--- config.mk ---
export PLATFORM = sky130hd
export DESIGN_NAME = uart_rx_fifo
export DESIGN_NICKNAME = d
export VERILOG_FILES = /design/src/rtl/uart_rx_fifo.sv
export SDC_FILE = /design/constraint.sdc
export NUM_CORES = 1
export LEC_CHECK = 0
export BUFFER_PORTS_ARGS = -buffer_cell sky130_fd_sc_hd__buf_2
export CAP_MARGIN = 0
export CORE_MARGIN = 1
export CORE_UTILIZATION = 25
export DETAILED_ROUTE_END_ITERATION = 10
export PLACE_DENSITY_LB_ADDON = 0.08
export SLEW_MARGIN = 15
export SYNTH_ARGS = -nofsm -noshare
export SYNTH_HDL_FRONTEND = slang
export SYNTH_SLANG_ARGS = --single-unit
export TNS_END_PERCENT = 1
--- constraint.sdc ---
create_clock -name i_sys_clk -period 5.1 [get_ports i_sys_clk]
set_clock_uncertainty 0.2 [all_clocks]
set_input_delay 0.765 -clock i_sys_clk [delete_from_list [all_inputs] [get_ports i_sys_clk]]
set_output_delay 0.765 -clock i_sys_clk [all_outputs]
set_load 0.02 [all_outputs]
--- src/rtl/uart_rx_fifo.sv ---
// Receive FIFO for the 16550-style UART: first-word fall-through byte queue with
// trigger level, sticky overrun and optional character timeout (UART_RX_FIFO_TIMEOUT_EN).
module uart_rx_fifo #(
  parameter int DEPTH     = 16,
  parameter int AW        = 4,
  parameter int TO_CYCLES = 208320
) (
  input  logic          i_sys_clk,
  input  logic          i_sys_rst_n,
  input  logic [7:0]    i_wr_data,
  input  logic          i_wr_flag,
  input  logic          i_rd_en,
  input  logic          i_fifo_clr,
  input  logic          i_ovr_clr,
  input  logic [1:0]    i_trig_lvl,
  output logic [7:0]    o_rd_data,
  output logic [AW:0]   o_count,
  output logic          o_empty,
  output logic          o_full,
  output logic          o_trig,
  output logic          o_overrun,
  output logic          o_timeout
);

  localparam logic [AW-1:0] PTR_ONE = AW'(1);
  localparam logic [AW:0]   CNT_ONE = (AW+1)'(1);
  localparam logic [AW:0]   CNT_MAX = (AW+1)'(DEPTH);

  logic [7:0]    mem [DEPTH];
  logic [AW-1:0] wr_ptr_reg;
  logic [AW-1:0] rd_ptr_reg;
  logic [AW:0]   count_reg;
  logic [AW:0]   count_next;
  logic          overrun_reg;
  logic          wr_accept;
  logic          rd_accept;
  logic          ovr_set;
  logic [4:0]    trig_thr;

  assign o_empty = (count_reg == '0);
  assign o_full  = (count_reg == CNT_MAX);

  // Clear beats everything; a write into a full FIFO only lands if a read frees a slot.
  assign rd_accept = i_rd_en && !o_empty && !i_fifo_clr;
  assign wr_accept = i_wr_flag && (!o_full || rd_accept) && !i_fifo_clr;
  assign ovr_set   = i_wr_flag && o_full && !rd_accept && !i_fifo_clr;

  always_comb begin
    count_next = count_reg;
    if (wr_accept && !rd_accept) begin
      count_next = count_reg + CNT_ONE;
    end else if (!wr_accept && rd_accept) begin
      count_next = count_reg - CNT_ONE;
    end
  end

  always_ff @(posedge i_sys_clk or negedge i_sys_rst_n) begin
    if (!i_sys_rst_n) begin
      wr_ptr_reg  <= '0;
      rd_ptr_reg  <= '0;
      count_reg   <= '0;
      overrun_reg <= 1'b0;
    end else begin
      if (i_fifo_clr) begin
        wr_ptr_reg <= '0;
        rd_ptr_reg <= '0;
        count_reg  <= '0;
      end else begin
        if (wr_accept) wr_ptr_reg <= wr_ptr_reg + PTR_ONE;
        if (rd_accept) rd_ptr_reg <= rd_ptr_reg + PTR_ONE;
        count_reg <= count_next;
      end
      if (ovr_set) begin
        overrun_reg <= 1'b1;
      end else if (i_ovr_clr) begin
        overrun_reg <= 1'b0;
      end
    end
  end

  // Storage carries no reset; contents are only observed while non-empty.
  always_ff @(posedge i_sys_clk) begin
    if (wr_accept) mem[wr_ptr_reg] <= i_wr_data;
  end

  assign o_rd_data = mem[rd_ptr_reg];
  assign o_count   = count_reg;
  assign o_overrun = overrun_reg;

  always_comb begin
    trig_thr = 5'd1;
    case (i_trig_lvl)
      2'd0: trig_thr = 5'd1;
      2'd1: trig_thr = 5'd4;
      2'd2: trig_thr = 5'd8;
      2'd3: trig_thr = 5'd14;
      default: trig_thr = 5'd1;
    endcase
  end

  assign o_trig = (32'(count_reg) >= 32'(trig_thr));

`ifdef UART_RX_FIFO_TIMEOUT_EN
  localparam int            TW     = (TO_CYCLES > 1) ? $clog2(TO_CYCLES) : 1;
  localparam logic [TW-1:0] TO_MAX = TW'(TO_CYCLES - 1);
  localparam logic [TW-1:0] TO_ONE = TW'(1);

  logic [TW-1:0] to_cnt_reg;

  // Counts idle cycles with data waiting; any FIFO activity restarts it.
  always_ff @(posedge i_sys_clk or negedge i_sys_rst_n) begin
    if (!i_sys_rst_n) begin
      to_cnt_reg <= '0;
    end else if (wr_accept || rd_accept || i_fifo_clr || o_empty) begin
      to_cnt_reg <= '0;
    end else if (to_cnt_reg != TO_MAX) begin
      to_cnt_reg <= to_cnt_reg + TO_ONE;
    end
  end

  assign o_timeout = (to_cnt_reg == TO_MAX) && !o_empty;
`else
  // Constant 0; TO_CYCLES only matters when the timeout counter is built.
  assign o_timeout = (TO_CYCLES < 0) & 1'b0;
`endif

endmodule

==> results of run 1 <==
## path summary, 6_finish.rpt
| check | startpoint | cells after the start | slack (ns) | end |
|---|---|---|---|---|
| max in group asynchronous | i_sys_rst_n | 1 | 4.38 | rd_ptr_reg[0] |
| min reg2reg | o_overrun | 2 | 0.30 | o_overrun |
| min in group i_sys_clk | o_overrun | 2 | 0.30 | o_overrun |
| max reg2reg | o_count[0] | 7 | 1.94 | o_count[4] |
| max | rd_ptr_reg[0] | 5 | 1.28 | o_rd_data[2] |
| min | i_sys_rst_n | 1 | 0.05 | o_overrun |
## stage by stage
stage / cell area (µm²) / hold slack (ns) / instances / total power (µW) / setup slack, ns
floorplan: 6027 / 0.2694 / 335 / 1913 / 2.049
finish: 7227 / 0.04742 / 719 / 3334 / 1.280
global placement: 6621 / 0.2857 / 686 / 2109 / 1.604
global route: 7227 / 0.05574 / 719 / 3501 / 1.006
CTS: 7224 / 0.04142 / 718 / 3393 / 1.147
detailed placement: 6621 / 0.2832 / 686 / 2110 / 1.612
## cell usage in the layout (no fill, tap or decap), types with 4 or more instances in the layout
cell / Yosys / layout
a22oi_1: 16 / 16
xor2_1: 6 / 6
o211ai_2: 4 / 4
nor2b_1: 4 / 4
nor2_1: 24 / 24
buf_4: 2 / 17
inv_1: 6 / 6
nand3_1: 4 / 4
nand2_1: 10 / 10
buf_2: 6 / 32
ha_1: 13 / 13
mux4_2: 32 / 32
a21oi_1: 6 / 6
edfxtp_1: 128 / 128
nor3_1: 7 / 7
nand2b_1: 7 / 7
dfrtp_1: 14 / 13
clkbuf_1: 4 / 4
clkbuf_16: 0 / 17
## cells in the mapped netlist, types with 2 or more instances
library cell	count
edfxtp_1	128
mux4_2	32
nor2_1	24
a22oi_1	16
dfrtp_1	14
ha_1	13
nand2_1	10
nand2b_1	7
nor3_1	7
a21oi_1	6
buf_2	6
inv_1	6
xor2_1	6
clkbuf_1	4
nand3_1	4
nor2b_1	4
o211ai_2	4
a21o_1	3
and3_1	3
buf_1	3
mux2i_1	3
nand2_2	3
a211o_1	2
buf_4	2
buf_6	2
o211ai_1	2
o21ai_0	2
## layout make-up
class	instances	area share [%]
clock inverter	9	1.870
multi-input combinational	170	23.75
antenna	1	0.03463
inverter	6	0.3116
clock buffer	23	6.475
timing repair buffer	49	3.982
tap	319	5.523
sequential	142	58.05
## critical path, delay by kind of cell, from the launching register on
family | cells | cell delay, ns
buffers and inverters | 2 | 0.53
and+or+nand+nor | 1 | 0.10
muxes | 1 | 0.51
AOI/OAI and AO/OA | 1 | 0.24
DFF | 1 | 1.04
## cells by family after synthesis
kind of cell / after synthesis / share of synthesized area (%)
other: 1 / 0.06222
XOR/XNOR: 7 / 1.017
buffers and inverters: 23 / 1.930
AO/OA/AOI/OAI: 44 / 5.876
adder cells (fa/ha/maj): 14 / 3.031
flip-flops: 142 / 69.59
multiplexers: 36 / 12.64
AND/OR/NAND/NOR: 68 / 5.854
## metal layers
metal / up-vias / part of all wire [%]
li1: 1438 / -
met1: 1668 / 45
met2: 82 / 49
met3: 16 / 4.0
met4: 0 / 1.8
met5: - / 0
## power by group
part / internal (µW) / leakage, µW / total, µW / switching, µW
clock: 797 / 0.000284 / 1270 / 470
sequential: 1300 / 0.00134 / 1410 / 109
combinational: 314 / 0.000844 / 656 / 342
total: 2410 / 0.00247 / 3330 / 922
==> results.yml, run 1 <==
run_status:
  outcome: "finished, final reports clean"
logic_synthesis:
  netlist_instances: 335
  syn_avg_cell_area_um2: 17.99
  synth_edf_count: 128
  seq_area_frac_synth_pct: 69.59
  ys_ff_latch: 142
  ys_top_cells_by_area: "edfxtp_1, mux4_2, dfrtp_1"
  ys_warn_count: 0
  synth_cell_type_count: 46
  syn-num-nets: 365
  ys.flop_type: "edfxtp_1"
  synth_top_area_cell: "edfxtp_1"
  synth_top_area_share_pct: 63.77
  async_flop_share_pct: 9.859
  synth_area_um2: 6027
hold_path:
  hold_path_class: "in2async"
clock_network:
  clockBufferDepth: 2
  cts_num_sinks: 142
  cts_buffers: 17
  clk_root_buffer_cell: "clkbuf_16"
  cts_tree: "done"
  ctsResizeCount: 0
  clk_pin_slew_ns: 0.06
  post_cts_buffers: 0
  postCtsHoldBufs: 0
  h-tree-depth: 4
  insertion_delay_ns: 0.41
global_route:
  grt_antenna_before_repair: 1
  grt_usage_pct: 13.57
  grt_overflow: 0
  grt_use_met3_pct: 3.469
  grt_start_max_net_pins: 29
  grt_pass1_wl_um: 22690
  grt_pass1_vias: 3400
  grt_util_met2_pct: 21.81
  busiest_layer: "met2"
  use_met1_pct: 17.47
floorplanning:
  core_um2: 23540
  io_pins: 34
  start_util_pct: 25.60
  num_rows: 56
  die_x_um: 157.3
  fp.dieArea_um2: 24730
  dieHeight_um: 157.3
sta:
  max_slew_margin_pct: 23.63
  fmax_ghz: 0.2618
  setup_viol: 0
  finalMaxSlewViolations: 0
  min_period_over_period_pct: 74.91
  period_needed_ns: 3.820
  fin_setup_tns_ns: 0
  rsz0062_at_grt: "false"
  hold_viol_final: 0
  worst_pin_slew_ns: 1.141
critical_path:
  start_kind: "flip-flop"
  path_cells: "buf_4 > mux4_2 > a22oi_1 > nand2_1 > buf_2"
  cpPeakStageDelay_ns: 1.04
  critical_path_class: "reg2out"
  cp-end-kind: "primary output"
  worstPathRequired_ns: 4.14
  critPathSlowestCell: "dfrtp_2"
  critPathMaxFanout: 28
  arrival_ns: 2.86
detailed_routing:
  wl_per_cell_um: 21.16
  vias: 3204
  routed_wl_um: 15220
  drcViolationCount: 0
  ant_nets: 0
  first_pass_iters: 4
  via_per_inst: 4.456
  drtIter0Drc: 250
pwr:
  peakVddDrop_mv: 0.2040
  power_density_nw_per_um2: 461.4
  p_leak_uw: 0.002468
finish:
  multi_input_comb_area_um2: 1717
  fin_nets: 416
  ff_latch_area_um2: 4195
  nFillCells: 2339
  area_delta_synth_final_pct: 19.91
  top_register: "mem"
  largest_register_ffs: 128
  final_core_util_pct: 30.70
  layout-drive-gt1-share_pct: 31.33
placement:
  finalWeightedCongestion: 0.6865
  place.detailed.hpwl_um: 9523
  port_buffers: 32
flow_run:
  drv_cap: 0
(Power assumes the default switching activity.)
==> run 2: changes to the inputs <==
ABC_AREA = 1   (was default)
clock period = 3.7 ns   (was 5.1 ns; I/O delays follow)
==> results.yml, run 2 <==
clock_network:
  h-tree-depth: 4
  cts_tree: "done"
  clk_pin_slew_ns: 0.06
  cts_buffers: 17
  ctsResizeCount: 0
  clockBufferDepth: 2
  insertion_delay_ns: 0.41
  cts_num_sinks: 142
  clk_root_buffer_cell: "clkbuf_16"
finish:
  final_core_util_pct: 29.62
  top_register: "mem"
  mostFrequentLayoutCell: "edfxtp_1"
  area_delta_synth_final_pct: 16.38
  largest_register_ffs: 128
  layout_common_cells: "edfxtp_1, nor2_1, o21ai_0"
  fin_nets: 586
  design_area_um2: 7183
  layout-drive-gt1-share_pct: 14.64
  antennaDiodeCount: 0
logic_synthesis:
  async_flop_share_pct: 9.859
  ys_warn_count: 0
  syn_avg_cell_area_um2: 11.76
  synth_edf_count: 128
  synth_top_area_cell: "edfxtp_1"
  ys.flop_type: "edfxtp_1"
  netlist_top_cells_count: "edfxtp_1, nor2_1, o21ai_0"
  ys_top_cells_by_area: "edfxtp_1, nor2_1, o21ai_0"
  synth_area_um2: 6172
  seq_area_frac_synth_pct: 67.95
  syn-num-nets: 555
  synth_top_area_share_pct: 62.27
  synth.most_common_cell: "edfxtp_1"
  netlist_instances: 525
  ys_ff_latch: 142
  synth_cell_type_count: 33
global_route:
  grt_pass1_vias: 4091
  grt_util_met2_pct: 21.77
  grt_antenna_before_repair: 0
  grt_pass1_wl_um: 26200
  busiest_layer: "met2"
  grt_start_max_net_pins: 37
  grt_use_met3_pct: 3.048
  use_met1_pct: 20.11
  grt_overflow: 0
  grt_usage_pct: 14.18
sta:
  min_period_over_period_pct: 84.96
  whs_ns: 0.1294
  fin_setup_tns_ns: 0
  hold_viol_final: 0
  setup_ws_ns: 0.5564
  finalMaxSlewViolations: 0
  fmax_ghz: 0.3181
  max_slew_margin_pct: 42.89
  rsz0062_at_grt: "false"
  period_needed_ns: 3.144
  setup_viol: 0
  worst_pin_slew_ns: 0.8534
critical_path:
  arrival_ns: 2.39
  start_kind: "flip-flop"
  critPathSlowestCell: "dfrtp_2"
  cp-end-kind: "primary output"
  critPathMaxFanout: 36
  worstPathRequired_ns: 2.94
  path_cells: "buf_4 > o21ai_0 > o211ai_1 > nand3_1 > nand2_1 > buf_2"
  critical_path_class: "reg2out"
  cpPeakStageDelay_ns: 0.55
hold_path:
  hold_path_class: "in2reg"
detailed_routing:
  vias: 3977
  via_per_inst: 4.464
  drtIter0Drc: 268
  drcViolationCount: 0
  first_pass_iters: 4
  wl_per_cell_um: 19.18
  routed_wl_um: 17090
  ant_nets: 0
floorplanning:
  io_pins: 34
  dieHeight_um: 159.1
  core_um2: 24250
  fp.dieArea_um2: 25320
  start_util_pct: 25.45
  num_rows: 57
  die_x_um: 159.1
run_status:
  outcome: "finished, final reports clean"
pwr:
  peakVddDrop_mv: 0.2765
  p_leak_uw: 0.002521
  power_density_nw_per_um2: 630.8
placement:
  port_buffers: 32
  dpl_worst_slack_ns: 0.8088
  placed_area_um2: 6638
  finalWeightedCongestion: 0.7437
  place.detailed.hpwl_um: 11160
flow_run:
  drv_cap: 0
run 2: path summary, 6_finish.rpt:
path	slack [ns]	from	cells after the start	to
max in group asynchronous	2.65	i_sys_rst_n	2	rd_ptr_reg[0]
min in group asynchronous	0.37	i_sys_rst_n	2	o_count[3]
setup reg to reg	1.06	o_count[1]	13	o_count[4]
hold reg to reg	0.33	o_overrun	2	o_overrun
setup / recovery	0.56	rd_ptr_reg[0]	6	o_rd_data[4]
hold / removal	0.13	i_ovr_clr	2	o_overrun
run 2: timing repair:
action	CTS	global route
endpoints found under the hold margin	14	0
hold buffers	1	0
buffers inserted	0	0
run 2: cell type report:
type / instances / area [µm²]
Clock inverter: 10 / 98.84
Inverter: 28 / 110.1
Tap cell: 324 / 405.4
Multi-Input combinational cell: 327 / 1713
Timing Repair Buffer: 40 / 222.7
Sequential cell: 142 / 4197
Clock buffer: 20 / 436.7
Fill cell: 2555 / 17070
run 2: cells by family after synthesis:
kind of cell,count (synthesis),share of synthesized area [%]
AND/OR/NAND/NOR,182,12.57
AO/OA/AOI/OAI,126,11.60
buffers and inverters,56,4.298
XOR/XNOR,4,0.5677
flip-flops,142,67.95
adder cells (fa/ha/maj),14,2.960
other,1,0.06076
run 2: power by group:
| part | leakage [µW] | switching (µW) | internal (µW) | total (µW) |
|---|---|---|---|---|
| combinational | 0.000913 | 726 | 330 | 1060 |
| clock | 0.000270 | 624 | 972 | 1600 |
| sequential | 0.00134 | 76.1 | 1800 | 1880 |
run 2: per-layer routing:
layer  part of all wire [%]  up-vias
met5                      0        -
met4                   0.88        0
met3                    2.8       11
met2                     45       60
met1                     52     1980
li1                       -     1926
run 2: critical path: cells and delay by family, from the launching register on:
kind,cells,cell delay (ns)
buf+inv,2,0.58
simple gates,2,0.36
flops,1,0.55
compound gates,2,0.47
run 2: per-stage QoR:
step                      power, µW  instances
after floorplan                2626        525
after global placement         2992        860
after detailed placement       2987        860
after CTS                      4593        891
after global routing           4776        891
final                          4531        891
